<file path="config.mk">
export PLATFORM = sky130hd
export DESIGN_NAME = id_issue_ctrl_flat
export DESIGN_NICKNAME = d
export VERILOG_FILES = /design/src/rtl/id_issue_ctrl_if.sv /design/src/rtl/id_issue_ctrl.sv /design/src/flat_wrapper.sv
export SDC_FILE = /design/constraint.sdc
export NUM_CORES = 1
export LEC_CHECK = 0
export ABC_AREA = 1
export BUFFER_PORTS_ARGS = -buffer_cell sky130_fd_sc_hd__buf_2
export CORE_AREA = 4 4 123 125
export DETAILED_ROUTE_END_ITERATION = 6
export DIE_AREA = 0 0 127 129
export PLACE_DENSITY_LB_ADDON = 0.05
export SLEW_MARGIN = 0
export SYNTH_ARGS = -nofsm -noshare
export SYNTH_HDL_FRONTEND = slang
export SYNTH_SLANG_ARGS = --single-unit
</file>
<file path="constraint.sdc">
create_clock -name clk -period 3.9 [get_ports clk]
set_input_delay 0.195 -clock clk [delete_from_list [all_inputs] [get_ports clk]]
set_output_delay 0.195 -clock clk [all_outputs]
set_load 0.05 [all_outputs]
</file>
<file path="src/rtl/id_issue_ctrl_if.sv">
// ID-stage issue handshake: decoded-instruction fields, EX backpressure, flush and the WB retire port.
// Latency: n/a, wires only.
// Backpressure: EX drives ex_allowin; the controller returns go_id, idstop and allowin_id.
// Ports (master = ID stage / pipeline, slave = issue controller):
//   id_valid, rs_num, rt_num, use_rs, use_rt, wr_en, wr_num, is_muldiv, is_hilo : decoded instruction
//   ex_allowin, flush                                                           : pipeline control
//   wb_valid, wb_num                                                            : GPR write retiring this cycle
//   go_id, allowin_id, idstop                                                   : issue decision
interface id_issue_ctrl_if;
   logic       id_valid;
   logic [4:0] rs_num;
   logic [4:0] rt_num;
   logic       use_rs;
   logic       use_rt;
   logic       wr_en;
   logic [4:0] wr_num;
   logic       is_muldiv;
   logic       is_hilo;
   logic       ex_allowin;
   logic       flush;
   logic       wb_valid;
   logic [4:0] wb_num;
   logic       go_id;
   logic       allowin_id;
   logic       idstop;

   modport master (
      output id_valid, rs_num, rt_num, use_rs, use_rt, wr_en, wr_num,
             is_muldiv, is_hilo, ex_allowin, flush, wb_valid, wb_num,
      input  go_id, allowin_id, idstop
   );

   modport slave (
      input  id_valid, rs_num, rt_num, use_rs, use_rt, wr_en, wr_num,
             is_muldiv, is_hilo, ex_allowin, flush, wb_valid, wb_num,
      output go_id, allowin_id, idstop
   );
endinterface

</file>
<file path="src/rtl/id_issue_ctrl.sv">
// Scoreboard issue controller for the ID stage: RAW, scoreboard-saturation and mul/div-busy interlocks.
// Latency: 0 cycles; the decision is combinational, and the scoreboard updates at the clock edge.
// Backpressure: holds ID (idstop) on any hazard or when EX refuses (ex_allowin=0); flush drops without a bubble.
// Ports:
//   clk, rst_n    : clock, async active-low reset
//   bus (slave)   : decoded instruction, EX/flush control, WB retire, issue decision
//   stall_cause   : {mdb, sat, raw} for the instruction in ID
//   md_busy       : mul/div unit still busy
//   sb_pending    : some GPR has a pending write
//   stall_cycles  : saturating count of bubble cycles
module id_issue_ctrl #(
   parameter int MD_LAT = 8,
   parameter int CNT_W  = 2
) (
   input  logic               clk,
   input  logic               rst_n,
   id_issue_ctrl_if.slave     bus,
   output logic [2:0]         stall_cause,
   output logic               md_busy,
   output logic               sb_pending,
   output logic [31:0]        stall_cycles
);

   localparam logic [CNT_W-1:0] CNT_MAX = {CNT_W{1'b1}};
   localparam logic [3:0]       MD_LOAD = 4'(MD_LAT);

   // Pending-write counters; $0 has no storage and always reads as zero.
   logic [CNT_W-1:0] cnt [1:31];
   logic [3:0]       md_cnt;

   logic [CNT_W-1:0] rs_cnt, rt_cnt, wr_cnt, wb_cnt;
   logic [31:0]      inc_vec, dec_vec;
   logic             raw, sat, mdb;

   // Counter read ports: each is a 31:1 mux, register 0 falls through to zero.
   always_comb begin
      rs_cnt     = '0;
      rt_cnt     = '0;
      wr_cnt     = '0;
      wb_cnt     = '0;
      sb_pending = 1'b0;
      for (int i = 1; i < 32; i++) begin
         if (bus.rs_num == 5'(i)) rs_cnt = cnt[i];
         if (bus.rt_num == 5'(i)) rt_cnt = cnt[i];
         if (bus.wr_num == 5'(i)) wr_cnt = cnt[i];
         if (bus.wb_num == 5'(i)) wb_cnt = cnt[i];
         if (cnt[i] != '0) sb_pending = 1'b1;
      end
   end

   // No forwarding: a same-cycle retire does not clear raw, the register
   // file only holds the value after this edge.
   assign raw = (bus.use_rs && (bus.rs_num != 5'd0) && (rs_cnt != '0)) ||
                (bus.use_rt && (bus.rt_num != 5'd0) && (rt_cnt != '0));
   assign sat = bus.wr_en && (bus.wr_num != 5'd0) && (wr_cnt == CNT_MAX);
   assign mdb = (bus.is_muldiv || bus.is_hilo) && (md_cnt != 4'd0);

   assign stall_cause    = {mdb, sat, raw} & {3{bus.id_valid}};
   assign bus.go_id      = bus.id_valid && bus.ex_allowin && !bus.flush && !raw && !sat && !mdb;
   assign bus.idstop     = bus.id_valid && !bus.flush && !bus.go_id;
   assign bus.allowin_id = bus.go_id || !bus.id_valid || bus.flush;
   assign md_busy        = (md_cnt != 4'd0);

   always_comb begin
      inc_vec = '0;
      dec_vec = '0;
      for (int i = 1; i < 32; i++) begin
         inc_vec[i] = bus.go_id && bus.wr_en && (bus.wr_num == 5'(i));
         dec_vec[i] = bus.wb_valid && (bus.wb_num == 5'(i));
      end
   end

   // inc and dec together cancel; a decrement of an empty counter is ignored.
   always_ff @(posedge clk or negedge rst_n) begin
      if (!rst_n) begin
         for (int r = 1; r < 32; r++) cnt[r] <= '0;
      end else begin
         for (int r = 1; r < 32; r++) begin
            if (inc_vec[r] && !dec_vec[r])
               cnt[r] <= cnt[r] + CNT_W'(1);
            else if (dec_vec[r] && !inc_vec[r] && (cnt[r] != '0))
               cnt[r] <= cnt[r] - CNT_W'(1);
         end
      end
   end

   // A mul/div can only issue when md_cnt is already zero (mdb), so the load never truncates a busy period.
   always_ff @(posedge clk or negedge rst_n) begin
      if (!rst_n)
         md_cnt <= 4'd0;
      else if (bus.go_id && bus.is_muldiv)
         md_cnt <= MD_LOAD;
      else if (md_cnt != 4'd0)
         md_cnt <= md_cnt - 4'd1;
   end

   always_ff @(posedge clk or negedge rst_n) begin
      if (!rst_n)
         stall_cycles <= 32'd0;
      else if (bus.idstop && (stall_cycles != 32'hFFFF_FFFF))
         stall_cycles <= stall_cycles + 32'd1;
   end

   // A retire for a register with nothing pending means WB and the scoreboard disagree.
   wb_underflow: assert property (@(posedge clk) disable iff (!rst_n)
      !(bus.wb_valid && (bus.wb_num != 5'd0) && (wb_cnt == '0) &&
        !(bus.go_id && bus.wr_en && (bus.wr_num == bus.wb_num))));

endmodule

</file>
<file path="src/flat_wrapper.sv">
// flat-port wrapper written by rule: the top's interface ports become plain ports
module id_issue_ctrl_flat 
#(
   parameter int MD_LAT = 8,
   parameter int CNT_W  = 2
)
  (clk, rst_n, stall_cause, md_busy, sb_pending, stall_cycles, bus_id_valid, bus_rs_num, bus_rt_num, bus_use_rs, bus_use_rt, bus_wr_en, bus_wr_num, bus_is_muldiv, bus_is_hilo, bus_ex_allowin, bus_flush, bus_wb_valid, bus_wb_num, bus_go_id, bus_allowin_id, bus_idstop);
  id_issue_ctrl_if bus_i ();
  input  logic clk;
  input  logic rst_n;
  output logic [2:0] stall_cause;
  output logic md_busy;
  output logic sb_pending;
  output logic [31:0] stall_cycles;
  input wire logic [$bits(bus_i.id_valid)-1:0] bus_id_valid;
  input wire logic [$bits(bus_i.rs_num)-1:0] bus_rs_num;
  input wire logic [$bits(bus_i.rt_num)-1:0] bus_rt_num;
  input wire logic [$bits(bus_i.use_rs)-1:0] bus_use_rs;
  input wire logic [$bits(bus_i.use_rt)-1:0] bus_use_rt;
  input wire logic [$bits(bus_i.wr_en)-1:0] bus_wr_en;
  input wire logic [$bits(bus_i.wr_num)-1:0] bus_wr_num;
  input wire logic [$bits(bus_i.is_muldiv)-1:0] bus_is_muldiv;
  input wire logic [$bits(bus_i.is_hilo)-1:0] bus_is_hilo;
  input wire logic [$bits(bus_i.ex_allowin)-1:0] bus_ex_allowin;
  input wire logic [$bits(bus_i.flush)-1:0] bus_flush;
  input wire logic [$bits(bus_i.wb_valid)-1:0] bus_wb_valid;
  input wire logic [$bits(bus_i.wb_num)-1:0] bus_wb_num;
  output wire logic [$bits(bus_i.go_id)-1:0] bus_go_id;
  output wire logic [$bits(bus_i.allowin_id)-1:0] bus_allowin_id;
  output wire logic [$bits(bus_i.idstop)-1:0] bus_idstop;
  assign bus_i.id_valid = bus_id_valid;
  assign bus_i.rs_num = bus_rs_num;
  assign bus_i.rt_num = bus_rt_num;
  assign bus_i.use_rs = bus_use_rs;
  assign bus_i.use_rt = bus_use_rt;
  assign bus_i.wr_en = bus_wr_en;
  assign bus_i.wr_num = bus_wr_num;
  assign bus_i.is_muldiv = bus_is_muldiv;
  assign bus_i.is_hilo = bus_is_hilo;
  assign bus_i.ex_allowin = bus_ex_allowin;
  assign bus_i.flush = bus_flush;
  assign bus_i.wb_valid = bus_wb_valid;
  assign bus_i.wb_num = bus_wb_num;
  assign bus_go_id = bus_i.go_id;
  assign bus_allowin_id = bus_i.allowin_id;
  assign bus_idstop = bus_i.idstop;
  id_issue_ctrl #(.MD_LAT(MD_LAT), .CNT_W(CNT_W)) u_core (.clk(clk), .rst_n(rst_n), .bus(bus_i), .stall_cause(stall_cause), .md_busy(md_busy), .sb_pending(sb_pending), .stall_cycles(stall_cycles));
endmodule
</file>
==> impl_summary.md <==
Floorplanning
The initial utilization of the core area, before any placement, comes to 0.599. The overall die width is ~130 um. The overall die area is 16400 um^2. The number of I/O pins is 71. The die span in y is ~130 um. The number of core rows is 43. The region available for standard cell placement spans 13900 um^2.

STA
Setup repair after global routing left no endpoint under its margin. The final period demand of the worst path is 3.64 ns. The slew at the pin with the worst max-slew slack is 0.998 ns. The final worst hold slack is -0.0595 ns. Setup violations remaining at the end of the flow were counted as 0. The summed negative setup slack over all endpoints is 0 ns. The maximum clock skew at final layout is 0.00948 ns. The total count of max-transition violations in the final report was 0.

The number of endpoints with negative hold slack in the final report is 13. The max-slew headroom at the worst pin is 0.335. Of the available clock period, the critical path in the final layout requires 0.934. For this run, the top clock speed supported by timing is 275 MHz.

Setup path
The worst setup path category is reg2out. The data arrival time of the critical path is 3.45 ns. The largest stage delay on the critical path is 0.41 ns. The highest net fanout along the worst path is 17. For the worst setup path, the data required time is about 3.7 ns. The kind of end point of the critical path is an output pin. For this design, the slowest cell found on the critical path is dfrtp_1. The most frequent cell on the critical path is nand2_1. The worst setup path is launched from a flip-flop.

Yosys
The sequential cell area fraction in the yosys report is 0.295. By count the netlist is led by 425 x nand2_1, 208 x nand3_1, 175 x inv_1. The number of nets in the synthesized netlist is approximately 1400. The synthesis-stage register bit count is between 90 and 100. Synthesis produced a netlist whose cell count is 1378. The mean cell area of the mapped netlist is 6.03 um^2. The fraction of registers with async set or reset after synthesis is 1.00. The area of the mapped netlist is 8310 um^2. Among all flip-flop cells after synthesis, the most frequent one is dfrtp_1. Summed over all instances, the cell type with the most area after synthesis is dfrtp_1. Yosys mapped a number of flops with a built-in enable equal to 0. The most instantiated library cell after synthesis is nand2_1. Yosys mapped the design onto 37 distinct sky130hd cell types. The fraction of post-synthesis cell area in the top cell type by area is 0.295. By area the synthesized netlist is led by dfrtp_1 29%, nand2_1 19%, nand3_1 13%, inv_1 7.9%, nor2_1 7.4%. Yosys printed 0 warnings.

Placed design
The port buffer count is 70. The final weighted congestion of routability-driven global placement is 1.07. Counting tap cells, the placed design contains a total of 1621 instances. The wire-length estimate of the detail-placed layout is 22.8 mm.

Power
Power spread over the standard cell area amounts to between 300 and 400 nW/um^2. The power spent charging and discharging nets is around 1.1 mW. The part of the total power dissipated in the clock network is 0.352. The worst vdd rail ir drop is 0.407 mV. The leakage power of the design is roughly 4.5 nW. The share of total power dissipated in sequential elements is 0.399. The switching share of power is 0.362. Of the total power, combinational logic draws 0.249. Cell internal power was estimated by the tool at a little under 2 mW.

Clock network
CTS placed an instance of clkbuf_16 at the clock tree root. In this run, post-CTS hold repair placed 0 buffers. The clock tree synthesis step divided the H-tree into 3 levels.

The clock latency on the worst-skew pair is between 0.3 and 0.4 ns. The deepest clock path buffer count is 2. Counting every sink on the clock net gives roughly 100. TritonCTS built the clock tree. TritonCTS created 9 clock buffers.

The clock slew seen by the registers of the worst setup and hold paths is approximately 0.080 ns.

Global route
The initial antenna violation count is 0. Entering global routing, the biggest net connects 74 pins. For met1 alone, demand over resource in global routing was 0.492. For this run, the total global-route usage over all layers was measured as 0.360. After global routing the overflow that remains totals 0. The met2 usage in global routing is 0.555. The global routing stage identified its most utilized layer as met2. The global-route wire length before repair is 46.5 mm. The met3 global-route usage is 0.0610. The number of global-route vias before repair is between 8000 and 9000.

Cells and area
The total inserted antenna cells is 0. The finished layout holds ~1600 standard cells, fillers aside. The fraction of layout cells with a size suffix above 1 is 0.102. For this run, the share of the core covered by cells in the final layout is 0.673.

The area growth from synthesis to layout is 12.3%. After the last flow step, the layout net total stands at 1487.

Outcome
The flow ran to the end, but the final reports show violations. The final reports fail on negative hold slack.

Routing
Summed over all layers, the routed wires come to 29.8 mm. Once detail routing completed, the nets flagged for antenna violations numbered 0. The initial DRC count is 1320. The final routed wire length divided by cell count is 18.2 um. Before antenna repair, the detailed router went through 6 iterations.

For this run, design rule violations remaining after detail routing come to 0. The count of vias placed by the detailed router is 9790. The detail-routed via count per cell is 5.97.

Min path
The type of the most critical hold path is in2async.

Flow run
The number of maximum-capacitance constraint violations is 0.
## power groups by stage
stage	Sequential [mW]	Clock, mW	Combinational [mW]
floorplan	1.27	0	0.427
global placement	1.23	0	0.720
detailed placement	1.23	0	0.737
CTS	1.21	1.08	0.740
global route	1.23	1.13	0.825
finish	1.22	1.07	0.761
## path summary, 6_finish.rpt
path / cells past startpoint / start / to / slack (ns)
worst min register to register: 1 / u_core.md_cnt[0] / u_core.md_cnt[0] / 0.48
worst max register to register: 31 / u_core.cnt[60] / u_core.cnt[8] / 0.38
worst min-delay path: 1 / rst_n / u_core.cnt[60] / -0.06
worst max-delay path: 26 / u_core.cnt[60] / bus_go_id / 0.26
min in group clk: 3 / bus_is_muldiv / u_core.md_cnt[3] / 0.11
max in group asynchronous: 2 / rst_n / u_core.stall_cycles[3] / 3.02
## metrics by stage
| stage | setup WS [ns] | instance area [um^2] | power, mW |
|---|---|---|---|
| final | 0.258 | 9340 | 3.05 |
| after global routing | 0.0273 | 9340 | 3.18 |
| after CTS | 0.241 | 9300 | 3.04 |
| after detailed placement | 0.309 | 8950 | 1.97 |
| after global placement | 0.342 | 8950 | 1.95 |
| after floorplan | 0.935 | 8310 | 1.69 |
## layout make-up
type	count	area [um^2]
well taps	180	225
fillers	1289	4540
repair buffers	98	608
clock inverters	7	124
inverters	177	664
flip-flops and latches	98	2450
clock buffers	9	225
multi-input cells	1070	5040
## per-layer routing
metal	routed length (um)	vias up	share of wire
met3	3080	105	0.10
li1	-	4656	-
met4	1600	0	0.054
met2	13000	620	0.44
met5	0	-	0
met1	12100	4409	0.41
## worst max-delay path, delay by kind of cell, from the launching register on
kind                   cells  cell delay (ns)
and+or+nand+nor           23             2.06
buffers and inverters      3             0.60
DFF                        1             0.41
## cells by family after synthesis
kind of cell	count (synthesis)	synth area share
AO/OA/AOI/OAI	86	0.0578
XOR/XNOR	28	0.0295
adder cells (fa/ha/maj)	2	0.00301
buffers and inverters	210	0.0993
flip-flops	98	0.295
AND/OR/NAND/NOR	954	0.515
## sequential cells by signal, indices dropped and copies added (netlist names)
register	count
u_core.md_cnt	4
u_core.stall_cycles	32
u_core.cnt	62
## cell usage in the layout (no fill, tap or decap), types with 22 or more instances in the layout
cell,instances
a21oi_1,22
buf_2,68
buf_4,27
dfrtp_1,98
inv_1,175
nand2_1,424
nand3_1,208
nand3b_1,28
nand4_1,58
nor2_1,163
nor3_1,28
o21ai_0,29
## repair_timing
item / CTS / global route
gates resized for setup: 0 / 3
hold endpoints to repair: 0 / 0
buffers inserted: 0 / 1
setup endpoints to repair: 0 / 2
No activity file was read; power rests on OpenSTA's default activity.
